[config.mk]
export PLATFORM = sky130hd
export DESIGN_NAME = key_matrix_scan
export DESIGN_NICKNAME = d
export VERILOG_FILES = /design/src/rtl/key_pkg.sv /design/src/rtl/key_col_sync.sv /design/src/rtl/key_matrix_scan.sv
export SDC_FILE = /design/constraint.sdc
export NUM_CORES = 1
export LEC_CHECK = 0
export ABC_AREA = 0
export BUFFER_PORTS_ARGS = -buffer_cell sky130_fd_sc_hd__buf_2
export CAP_MARGIN = 10
export CORE_AREA = 2 2 85 87
export CTS_CLUSTER_SIZE = 30
export DETAILED_ROUTE_END_ITERATION = 10
export DIE_AREA = 0 0 87 89
export PLACE_DENSITY = 0.81
export REMOVE_ABC_BUFFERS = 1
export SLEW_MARGIN = 25
export SYNTH_ARGS = -nofsm -noshare
export SYNTH_HDL_FRONTEND = slang
export SYNTH_SLANG_ARGS = --single-unit
[constraint.sdc]
create_clock -name clk -period 2.95 [get_ports clk]
set_input_delay 0.59 -clock clk [delete_from_list [all_inputs] [get_ports clk]]
set_output_delay 0.59 -clock clk [all_outputs]
set_load 0.05 [all_outputs]
[src/rtl/key_pkg.sv]
// rtl/key_pkg.sv - shared types and constants for the key matrix scanner
// Purpose: FSM state encoding, event code width and a counter-width helper.
// Ports: none (package).
package key_pkg;

  localparam int KEY_CODE_W = 8;
  localparam int KEY_MAX    = 256;

  typedef enum logic [2:0] {
    IDLE,
    DRIVE,
    SAMPLE,
    COMPARE,
    EMIT
  } key_state_t;

  // Width of a counter/index that must hold 0..n-1; never narrower than 1 bit.
  function automatic int cnt_w(input int n);
    return (n > 1) ? $clog2(n) : 1;
  endfunction

endpackage

[src/rtl/key_col_sync.sv]
// rtl/key_col_sync.sv - two-flop synchronizer for the raw matrix columns
// Purpose: bring the asynchronous, pulled-high column pins into the clk domain.
// Ports:
//   clk  - system clock
//   rst  - asynchronous active-high reset; output resets to all 1 (no key)
//   d    - raw asynchronous column inputs
//   q    - synchronized column inputs
module key_col_sync #(
  parameter int WIDTH = 4
) (
  input  logic             clk,
  input  logic             rst,
  input  logic [WIDTH-1:0] d,
  output logic [WIDTH-1:0] q
);

  logic [WIDTH-1:0] meta;

  always_ff @(posedge clk or posedge rst) begin
    if (rst) begin
      meta <= '1;
      q    <= '1;
    end else begin
      meta <= d;
      q    <= meta;
    end
  end

endmodule

[src/rtl/key_matrix_scan.sv]
// rtl/key_matrix_scan.sv - row-sequenced key matrix scanner with frame debounce
// Purpose: drives one active-low row at a time, samples the active-low columns
//   into a frame, debounces whole frames and emits press/release events.
// Ports:
//   clk, rst        - system clock, asynchronous active-high reset
//   scan_en         - enables scanning (acted on at frame boundaries)
//   col_n           - raw active-low column inputs
//   row_n           - active-low row drives, at most one bit low
//   evt_valid/ready - event handshake
//   evt_code        - key index row*COLS+col
//   evt_press       - 1 press, 0 release
//   busy            - FSM not idle
module key_matrix_scan
  import key_pkg::*;
#(
  parameter int ROWS           = 4,
  parameter int COLS           = 4,
  parameter int SETTLE_CYC     = 16,
  parameter int DEBOUNCE_SCANS = 4
) (
  input  logic                  clk,
  input  logic                  rst,
  input  logic                  scan_en,
  input  logic [COLS-1:0]       col_n,
  output logic [ROWS-1:0]       row_n,
  output logic                  evt_valid,
  input  logic                  evt_ready,
  output logic [KEY_CODE_W-1:0] evt_code,
  output logic                  evt_press,
  output logic                  busy
);

  localparam int NKEYS = ROWS * COLS;
  localparam int ROW_W = cnt_w(ROWS);
  localparam int IDX_W = cnt_w(NKEYS);
  localparam int SET_W = cnt_w(SETTLE_CYC);
  localparam int STB_W = cnt_w(DEBOUNCE_SCANS + 1);

  localparam logic [ROW_W-1:0] ROW_LAST    = ROW_W'(ROWS - 1);
  localparam logic [IDX_W-1:0] IDX_LAST    = IDX_W'(NKEYS - 1);
  localparam logic [SET_W-1:0] SETTLE_LAST = SET_W'(SETTLE_CYC - 1);
  localparam logic [STB_W-1:0] STB_MAX     = STB_W'(DEBOUNCE_SCANS);

  key_state_t       state, state_nxt;
  logic [ROW_W-1:0] row;
  logic [SET_W-1:0] settle_cnt;
  logic [STB_W-1:0] stable_cnt;
  logic [IDX_W-1:0] idx;
  logic [NKEYS-1:0] frame, prev_frame, deb_state;
  logic [COLS-1:0]  col_sync;

  logic             frame_same;
  logic [STB_W-1:0] stable_upd;
  logic             cmp_emit;
  logic             key_diff;
  logic             emit_last;
  logic             emit_step;
  logic             emit_done;

  key_col_sync #(.WIDTH(COLS)) u_col_sync (
    .clk (clk),
    .rst (rst),
    .d   (col_n),
    .q   (col_sync)
  );

  // Debounce and emit decisions shared by the next-state and datapath logic.
  always_comb begin
    frame_same = (frame == prev_frame);
    if (!frame_same)
      stable_upd = '0;
    else if (stable_cnt == STB_MAX)
      stable_upd = stable_cnt;
    else
      stable_upd = stable_cnt + STB_W'(1);
    // frame == prev_frame whenever stable_upd reaches the max, so comparing
    // frame against deb_state is the same as comparing the new prev_frame.
    cmp_emit  = (stable_upd == STB_MAX) && (frame != deb_state);
    key_diff  = (deb_state[idx] != prev_frame[idx]);
    emit_last = (idx == IDX_LAST);
    // An unchanged key is skipped in one cycle; a changed one waits for ready.
    emit_step = !key_diff || evt_ready;
    emit_done = emit_step && emit_last;
  end

  // State register
  always_ff @(posedge clk or posedge rst) begin
    if (rst) state <= IDLE;
    else     state <= state_nxt;
  end

  // Next-state logic
  always_comb begin
    state_nxt = state;
    case (state)
      IDLE:    if (scan_en) state_nxt = DRIVE;
      DRIVE:   if (settle_cnt == SETTLE_LAST) state_nxt = SAMPLE;
      SAMPLE:  state_nxt = (row == ROW_LAST) ? COMPARE : DRIVE;
      COMPARE: begin
        if (cmp_emit)     state_nxt = EMIT;
        else if (scan_en) state_nxt = DRIVE;
        else              state_nxt = IDLE;
      end
      EMIT:    if (emit_done) state_nxt = scan_en ? DRIVE : IDLE;
      default: state_nxt = IDLE;
    endcase
  end

  // Counters and frame registers
  always_ff @(posedge clk or posedge rst) begin
    if (rst) begin
      row        <= '0;
      settle_cnt <= '0;
      stable_cnt <= '0;
      idx        <= '0;
      frame      <= '0;
      prev_frame <= '0;
      deb_state  <= '0;
    end else begin
      case (state)
        IDLE: begin
          row        <= '0;
          settle_cnt <= '0;
        end
        DRIVE: begin
          if (settle_cnt == SETTLE_LAST) settle_cnt <= '0;
          else                           settle_cnt <= settle_cnt + SET_W'(1);
        end
        SAMPLE: begin
          frame[int'(row)*COLS +: COLS] <= ~col_sync;
          settle_cnt <= '0;
          if (row != ROW_LAST) row <= row + ROW_W'(1);
        end
        COMPARE: begin
          row <= '0;
          idx <= '0;
          if (!frame_same) prev_frame <= frame;
          // Leaving for IDLE restarts debounce so a resumed scan starts fresh.
          if (!cmp_emit && !scan_en) stable_cnt <= '0;
          else                       stable_cnt <= stable_upd;
        end
        EMIT: begin
          if (key_diff && evt_ready) deb_state[idx] <= ~deb_state[idx];
          if (emit_step && !emit_last) idx <= idx + IDX_W'(1);
          if (emit_done && !scan_en) stable_cnt <= '0;
        end
        default: ;
      endcase
    end
  end

  // Outputs
  always_comb begin
    row_n = '1;
    if (state == DRIVE || state == SAMPLE) row_n[row] = 1'b0;
    evt_valid = (state == EMIT) && key_diff;
    evt_code  = evt_valid ? KEY_CODE_W'(idx) : '0;
    evt_press = evt_valid & prev_frame[idx];
    busy      = (state != IDLE);
  end

endmodule

==> flow_summary.yaml, run 1 <==
status:
  status: "complete, but fails checks"
  violations: "negative setup slack"
synth:
  syn_inst: 361
  yosys_warnings: 0
  synth_top_family_by_area: "multiplexers"
  ys_async_sr_fraction: 1.00
  synth_xor_xnor_area_share: 0.0772
  synth-seq-cells: 72
  synthMuxAreaShare: 0.172
  yosysUniqueCellTypes: 60
  synth_edf_count: 0
  synthSimpleGateAreaFrac: 0.143
  ys_seq_area_frac: 0.447
  synth-adder-area-share: 0.0371
  synth_area_leaders: "dfrtp_1 (40%), mux2_2 (8.6%), dfstp_2 (5.2%)"
  yosys.area.top_type: "dfrtp_1"
  netlist_area_um2: 4050
  synth-compound-area-share: 0.0914
  synth_top_area_share: 0.395
  synth_ff_type: "dfrtp_1"
  synth.avg_cell_area_um2: 11.2
pwr:
  finalPower_mw: 2.96
  ir_drop_uv: 545
  switching_power_mw: 1.09
  power_density_nw_per_um2: 644
  seqPwrFrac: 0.416
  p_clk_frac: 0.281
  netSwitchingFraction: 0.370
  p_int_mw: 1.86
  p_leak_nw: 2.09
  p_comb_frac: 0.302
setup_path:
  r2r_slack_ns: 0.23
  cp.arrival_ns: 2.44
  critical_path.startpoint_type: "flop"
  endpoint_kind: "output port"
  r2r_cells: 9
  timing.rr.end: "deb_state[7]"
  cp_data_required_time_ns: 2.36
  cp_max_fo: 4
  r2r-start: "idx[1]"
  path_class: "flop to output port"
clock_tree:
  insertion_delay_ns: 0.36
  hold_buffers: 0
  cts_tree: "done"
  clkTransAtPathRegs_ns: 0.08
  cts_max_level: 3
  numCtsBuffers: 9
  cts_sinks: 72
  cts_root_buf: "clkbuf_8"
  clockBufferDepth: 2
sta:
  hold_viol: 0
  setup_viol: 4
  tns_ns: -0.300
  max_freq_mhz: 330
  slew_violations: 0
  finalCritPeriodShare: 1.03
  rsz0062_at_grt: "yes"
  worst_hold_slack_ns: 0.317
  clock_skew_ns: 0.0113
  relSlewSlack: 0.507
  worst_pin_slew_ns: 0.738
  worst_slack_ns: -0.0831
  post-route-min-period_ns: 3.03
route:
  first_pass_iters: 4
  routed_via_density: 5.95
  via_count: 2881
  drc: 0
  routed_wirelength_mm: 8.62
  drtIter0Drc: 180
  wl_per_cell_um: 17.8
  ant_nets: 0
min_path:
  min_to: "u_col_sync.meta[2]"
  holdPathStages: 1
  hp-start: "col_n[2]"
  hold_path.class: "input pin to flop"
floorplan:
  core_um2: 6720
  die-area_um2: 7740
  die_w_um: 87
  die_h_um: 89
  pin_count: 23
  start_util: 0.603
  row_count: 30
cells_and_area:
  seq_area_um2: 1810
  multi_input_area_um2: 2120
  num_antenna_cells: 0
  fillCellCount: 506
  syn2layout_area_growth_pct: 13.3
  nets: 419
  drive_above_1_share: 0.292
placed_design:
  dp_hpwl_mm: 6.31
  gp_congestion: 0.884
  io_buffer_count: 18
global_route:
  grt.total_usage: 0.247
  overflow: 0
  grt_pass1_wl_mm: 14.4
  grt_pass1_vias: 2912
  antenna_found_initial: 0
  grt_max_degree: 39
run:
  cap_violations: 0
## power by group through the flow
stage / clock (mW) / combinational (mW) / sequential (mW)
after floorplan: 0 / 0.681 / 1.20
final: 0.831 / 0.894 / 1.23
after global placement: 0 / 0.837 / 1.24
after global routing: 0.890 / 0.993 / 1.25
after detailed placement: 0 / 0.879 / 1.24
after CTS: 0.852 / 0.897 / 1.23
## cell usage after synthesis, types with 2 or more instances
master,count
or3_1,3
dfrtp_1,64
mux2i_1,5
nor2_1,20
nor2b_1,4
inv_1,13
dfstp_2,8
nand2b_1,5
xnor2_1,16
nor3b_1,2
nor3_1,3
o31ai_1,17
o2111ai_1,2
clkbuf_1,6
and3_1,2
mux2_2,31
buf_4,4
and2_1,3
nand3b_1,2
nand2_1,40
nand4_1,6
a21oi_1,9
o21ai_0,9
ha_1,12
nand3_1,11
nor4_1,5
mux4_1,7
mux2_1,4
mux2i_4,2
xor2_1,16
## state kept, by name, indices dropped and copies added (netlist names)
| register | cells |
|---|---|
| u_col_sync.q | 4 |
| u_col_sync.meta | 4 |
| idx | 4 |
| settle_cnt | 4 |
| stable_cnt | 3 |
| row | 2 |
| frame | 16 |
| state | 3 |
| deb_state | 16 |
| prev_frame | 16 |
## kinds of logic after synthesis
logic type | after synthesis
XOR/XNOR | 34
flip-flops | 72
AND/OR/NAND/NOR | 113
adder cells (fa/ha/maj) | 12
AO/OA/AOI/OAI | 52
buffers and inverters | 27
other | 1
multiplexers | 50
## worst max-delay path, stage by stage, from the launching register on
cell	delay [ns]
dfrtp_2	0.39
buf_6	0.13
buf_6	0.09
mux4_2	0.52
mux2i_4	0.22
xor2_2	0.21
o211a_1	0.22
and2_4	0.16
buf_8	0.14
## per-stage QoR
stage / area, um2 / utilization / setup WS (ns) / std cells
3_5_place_dp: 4270 / 0.635 / -0.0323 / 459
6_report: 4590 / 0.683 / -0.0831 / 484
4_1_cts: 4570 / 0.680 / -0.0361 / 482
3_3_place_gp: 4270 / 0.635 / 0.149 / 459
5_1_grt: 4590 / 0.683 / -0.178 / 484
2_1_floorplan: 3990 / - / -0.350 / 351
## worst max-delay path by stage
| stage | end | start | depth (start not counted) |
|---|---|---|---|
| after floorplan | evt_code[0] | idx[1] | 6 |
| after global placement | evt_code[1] | idx[1] | 7 |
| after detailed placement | evt_code[1] | idx[1] | 7 |
| after CTS | evt_code[2] | idx[1] | 8 |
| after global routing | evt_code[0] | idx[1] | 8 |
| final | evt_code[0] | idx[1] | 8 |
## layout by cell type (no fill, tap or decap), types with 4 or more instances in the layout
cell type	count
a21oi_1	9
buf_2	13
buf_4	17
clkbuf_8	9
conb_1	4
dfrtp_1	63
dfstp_2	8
ha_1	12
inv_1	12
inv_6	4
mux2_1	4
mux2_2	31
mux4_2	8
nand2_1	40
nand2b_1	5
nand3_1	11
nand4_1	6
nor2_1	19
nor2b_1	4
nor4_1	5
o21ai_0	9
o31ai_1	17
xnor2_1	16
xor2_1	16
## cell type report
type	instances	share of cell area
Clock buffer	9	0.0270
Multi-Input combinational cell	265	0.463
Sequential cell	72	0.395
Tap cell	80	0.0218
Inverter	14	0.0115
Timing Repair Buffer	37	0.0635
Clock inverter	7	0.0183
## repair_timing
| item | in CTS | in global routing |
|---|---|---|
| endpoints found under the setup margin | 6 | 6 |
| endpoints found under the hold margin | 0 | 0 |
| buffers inserted | 7 | 2 |
| gates resized for setup | 28 | 3 |
| pin swaps | 5 | 0 |
## per-layer routing
layer | up-vias | part of all wire | global-route usage | wire length, um
li1 | 1366 | - | - | -
met1 | 1416 | 0.44 | 0.326 | 3830
met4 | 0 | 0.025 | 0.105 | 212
met5 | - | 0 | 0 | 0
met2 | 82 | 0.49 | 0.401 | 4190
met3 | 17 | 0.046 | 0.0480 | 393
(Power assumes the default switching activity.)
==> run 2: changes to the inputs <==
CORE_AREA = 2 2 120 122   (was 2 2 85 87)
DIE_AREA = 0 0 122 124   (was 0 0 87 89)
PLACE_DENSITY = 0.47   (was 0.81)
==> flow_summary.yaml, run 2 (synthesized netlist as in run 1, its figures left out) <==
status:
  status: "complete, but fails checks"
  violations: "negative setup slack"
sta:
  tns_ns: -0.0424
  max_freq_mhz: 337
  worst_slack_ns: -0.0135
  post-route-min-period_ns: 2.96
  slew_violations: 0
  setup_viol: 4
  rsz0062_at_grt: "yes"
  clock_skew_ns: 0.00666
  hold_viol: 0
  finalCritPeriodShare: 1.00
route:
  first_pass_iters: 4
  wl_per_cell_um: 15.9
  routed_via_density: 4.88
  via_count: 2862
  ant_nets: 0
  routed_wirelength_mm: 9.33
  drtIter0Drc: 144
  drc: 0
floorplan:
  start_util: 0.295
  die_w_um: 122
  core_um2: 13700
  die_h_um: 124
  die-area_um2: 15100
  pin_count: 23
  row_count: 43
setup_path:
  cp_slowest_cell: "mux4_2"
  r2r-start: "idx[1]"
  critical_path.max_stage_delay_ns: 0.52
  crit_path_end: "evt_code[2]"
  cp_max_fo: 5
  critical_path.startpoint_type: "flop"
  endpoint_kind: "output port"
  path_depth: 8
  crit_start: "idx[1]"
  r2r_slack_ns: 0.23
  crit_buf_inv: 3
  cp_data_required_time_ns: 2.36
  worstPathCellList: "buf_6 -> buf_6 -> mux4_2 -> mux2i_4 -> xor2_2 -> o211a_4 -> and2_4 -> buf_8"
  path_class: "flop to output port"
  timing.rr.end: "deb_state[5]"
  critical_path.most_common_cell: "buf_6"
  cp_top_family: "multiplexers"
  cp.arrival_ns: 2.37
  r2r_cells: 9
cells_and_area:
  syn2layout_area_growth_pct: 20.3
  top_regs: "deb_state x16, frame x16, prev_frame x16"
  layout.cells.most_common: "dfrtp_1"
  nets: 422
  layout_common_cells: "dfrtp_1 (62), nand2_1 (40), mux2_2 (30), nor2_1 (20), o31ai_1 (17)"
  final_core_util: 0.355
  final_cells: 587
  drive_above_1_share: 0.297
  num_antenna_cells: 0
pwr:
  ir_drop_uv: 525
  p_leak_nw: 2.16
  power_density_nw_per_um2: 676
  finalPower_mw: 3.29
clock_tree:
  cts_root_buf: "clkbuf_16"
  clockBufferDepth: 2
  numCtsBuffers: 9
  clkTransAtPathRegs_ns: 0.06
  cts_sinks: 72
  cts_max_level: 3
  cts_tree: "done"
  insertion_delay_ns: 0.34
run:
  cap_violations: 0
global_route:
  overflow: 0
  grt_pass1_vias: 2819
  grt_max_degree: 73
  grt_pass1_wl_mm: 15.6
  antenna_found_initial: 0
  grt.total_usage: 0.135
placed_design:
  io_buffer_count: 18
  gp_congestion: 0.802
  dp_hpwl_mm: 6.68
  dp.cells: 561
min_path:
  hold_path.class: "input pin to async pin"
-- run 2: cell count changes in the layout (fill, tap and decap cells not counted), sizes merged --
cell    delta
buf        +3
clkinv     +1
inv        -1
-- run 2: layer usage --
| metal | wire length (um) | up-vias | GRT usage |
|---|---|---|---|
| li1 | - | 1378 | - |
| met1 | 4710 | 1419 | 0.191 |
| met2 | 4210 | 56 | 0.207 |
| met3 | 310 | 9 | 0.0302 |
| met4 | 103 | 0 | 0.0388 |
| met5 | 0 | - | 0 |
-- run 2: timing repair --
item,in CTS,in global routing
setup buffers,5,5
hold buffers,0,0
gates resized for setup,26,12
setup endpoints to repair,6,5
pin swaps,4,2
-- run 2: area by class of cell --
cell class / instances / area, um2
Fill cell: 1370 / 8850
Clock inverter: 7 / 83.8
Inverter: 14 / 52.6
Tap cell: 180 / 225
Sequential cell: 72 / 1810
Timing Repair Buffer: 40 / 333
Multi-Input combinational cell: 265 / 2140
Clock buffer: 9 / 225
-- run 2: tightest hold or removal path, stage by stage --
cell and delay, ns:
buf_2 0.10, inv_2 0.06, buf_12 0.33
-- run 2: worst min path at each step --
stage	slack (ns)	depth (start not counted)	end	start
final	0.34	3	frame[3]	rst
after global placement	0.35	0	u_col_sync.q[0]	u_col_sync.meta[0]
after detailed placement	0.35	0	u_col_sync.q[2]	u_col_sync.meta[2]
after global routing	0.33	1	u_col_sync.meta[0]	col_n[0]
after CTS	0.34	1	u_col_sync.meta[0]	col_n[0]
after floorplan	0.35	0	u_col_sync.q[0]	u_col_sync.meta[0]
-- run 2: report_power, final --
part | leakage (nW) | switching (mW) | internal (mW)
Clock | 0.149 | 0.462 | 0.671
Sequential | 0.958 | 0.154 | 1.09
Combinational | 1.05 | 0.530 | 0.383
-- run 2: stage by stage --
stage	hold slack (ns)	worst slack (ns)	cell area, um2
2_1_floorplan	0.345	-0.350	3990
3_3_place_gp	0.346	0.0459	4410
3_5_place_dp	0.347	-0.0534	4410
4_1_cts	0.335	-0.0643	4790
5_1_grt	0.329	-0.106	4870
6_report	0.337	-0.0135	4870
==> run 3: changes to the inputs <==
REMOVE_ABC_BUFFERS = not set   (was 1)
==> flow_summary.yaml, run 3 (synthesized netlist as in run 1, its figures left out) <==
clock_tree:
  clkTransAtPathRegs_ns: 0.06
  cts_sinks: 72
  cts_tree: "done"
  cts_max_level: 3
  cts_root_buf: "clkbuf_16"
  numCtsBuffers: 9
  clockBufferDepth: 2
  insertion_delay_ns: 0.33
placed_design:
  gp_congestion: 0.801
  dpl_cell_area_um2: 4420
  dp_hpwl_mm: 6.80
  io_buffer_count: 18
pwr:
  power_density_nw_per_um2: 651
  p_leak_nw: 2.13
  finalPower_mw: 3.13
  ir_drop_uv: 415
sta:
  setup_viol: 1
  worst_pin_slew_ns: 0.517
  finalCritPeriodShare: 1.00
  rsz0062_at_grt: "yes"
  hold_viol: 0
  slew_violations: 0
  worst_slack_ns: -0.000281
  post-route-min-period_ns: 2.95
  relSlewSlack: 0.655
  clock_skew_ns: 0.00562
  max_freq_mhz: 339
global_route:
  antenna_found_initial: 0
  grt_max_degree: 31
  overflow: 0
  grt_pass1_wl_mm: 15.1
  grt_pass1_vias: 2783
  grt.total_usage: 0.129
route:
  ant_nets: 0
  drtIter0Drc: 155
  via_count: 2849
  met3_length_um: 332
  dr_wl_met2_mm: 4.16
  drc: 0
  wl_per_cell_um: 15.4
  first_pass_iters: 4
  routed_via_density: 4.86
  met1Wirelength_mm: 4.48
  top_layer_used: "met4"
  routed_wirelength_mm: 9.03
setup_path:
  cp.arrival_ns: 2.36
  cp_max_fo: 5
  endpoint_kind: "output port"
  critical_path.startpoint_type: "flop"
  path_class: "flop to output port"
  cp_data_required_time_ns: 2.36
status:
  status: "complete, but fails checks"
  violations: "negative setup slack"
cells_and_area:
  seq_area_um2: 1810
  layout_common_cells: "dfrtp_1 (63), nand2_1 (40), mux2_2 (31), nor2_1 (20)"
  nets: 421
  layout.cells.most_common: "dfrtp_1"
  num_antenna_cells: 0
  stdcell_area_um2: 4810
  fillCellCount: 1376
  syn2layout_area_growth_pct: 18.8
  multi_input_area_um2: 2140
  top_regs: "deb_state x16, frame x16, prev_frame x16"
  drive_above_1_share: 0.291
run:
  cap_violations: 0
floorplan:
  die_w_um: 122
  die_h_um: 124
  die-area_um2: 15100
  row_count: 43
  start_util: 0.295
  pin_count: 23
  core_um2: 13700
min_path:
  hold_path.class: "input pin to async pin"
-- run 3: through the flow --
step | hold slack (ns) | util | std cells | setup TNS [ns] | worst slack (ns)
after floorplan | 0.345 | - | 364 | -0.171 | -0.0568
after global placement | 0.346 | 0.322 | 562 | 0 | 0.0777
after detailed placement | 0.347 | 0.322 | 562 | 0 | 0.000266
after CTS | 0.300 | 0.350 | 585 | -0.0447 | -0.0156
after global routing | 0.332 | 0.351 | 586 | -0.383 | -0.0821
final | 0.295 | 0.351 | 586 | -0.000281 | -0.000281
-- run 3: what timing repair did --
item / in CTS / in global routing
gates resized for setup: 28 / 3
setup endpoints to repair: 6 / 6
pin swaps: 5 / 2
setup buffers: 7 / 1
hold buffers: 0 / 0
endpoints found under the hold margin: 0 / 0
-- run 3: power by group --
group	internal (mW)	switching, mW	total (mW)	leakage (nW)
Sequential	1.09	0.143	1.23	0.960
Clock	0.572	0.423	0.994	0.133
Combinational	0.376	0.529	0.904	1.04
Total	2.04	1.09	3.13	2.13
-- run 3: final timing paths --
check | startpoint | to | slack [ns] | cells past startpoint
setup / recovery | idx[1] | evt_code[2] | -0.0003 | 8
hold reg to reg | u_col_sync.meta[3] | u_col_sync.q[3] | 0.35 | 0
hold / removal | rst | frame[3] | 0.30 | 2
setup reg to reg | idx[1] | deb_state[5] | 0.23 | 9
max in group asynchronous | rst | idx[1] | 1.95 | 3
min in group clk | u_col_sync.meta[3] | u_col_sync.q[3] | 0.35 | 0
-- run 3: routing by layer --
metal	vias up	track usage
met5	-	0
met4	0	0.0323
met3	6	0.0307
met2	64	0.199
met1	1410	0.183
li1	1369	-
-- run 3: layout make-up --
class                   instances  share of cell area
repair buffers                 39              0.0648
clock buffers                  10              0.0476
multi-input cells             265               0.444
flip-flops and latches         72               0.377
well taps                     180              0.0468
inverters                      14              0.0109
clock inverters                 6             0.00910
-- run 3: critical path: stages (launching register included) --
cell and delay (ns):
dfrtp_2 0.36, buf_6 0.14, buf_6 0.10, mux4_2 0.51, mux2i_4 0.26, xor2_4 0.19
o211a_4 0.18, and2_4 0.14, buf_8 0.13
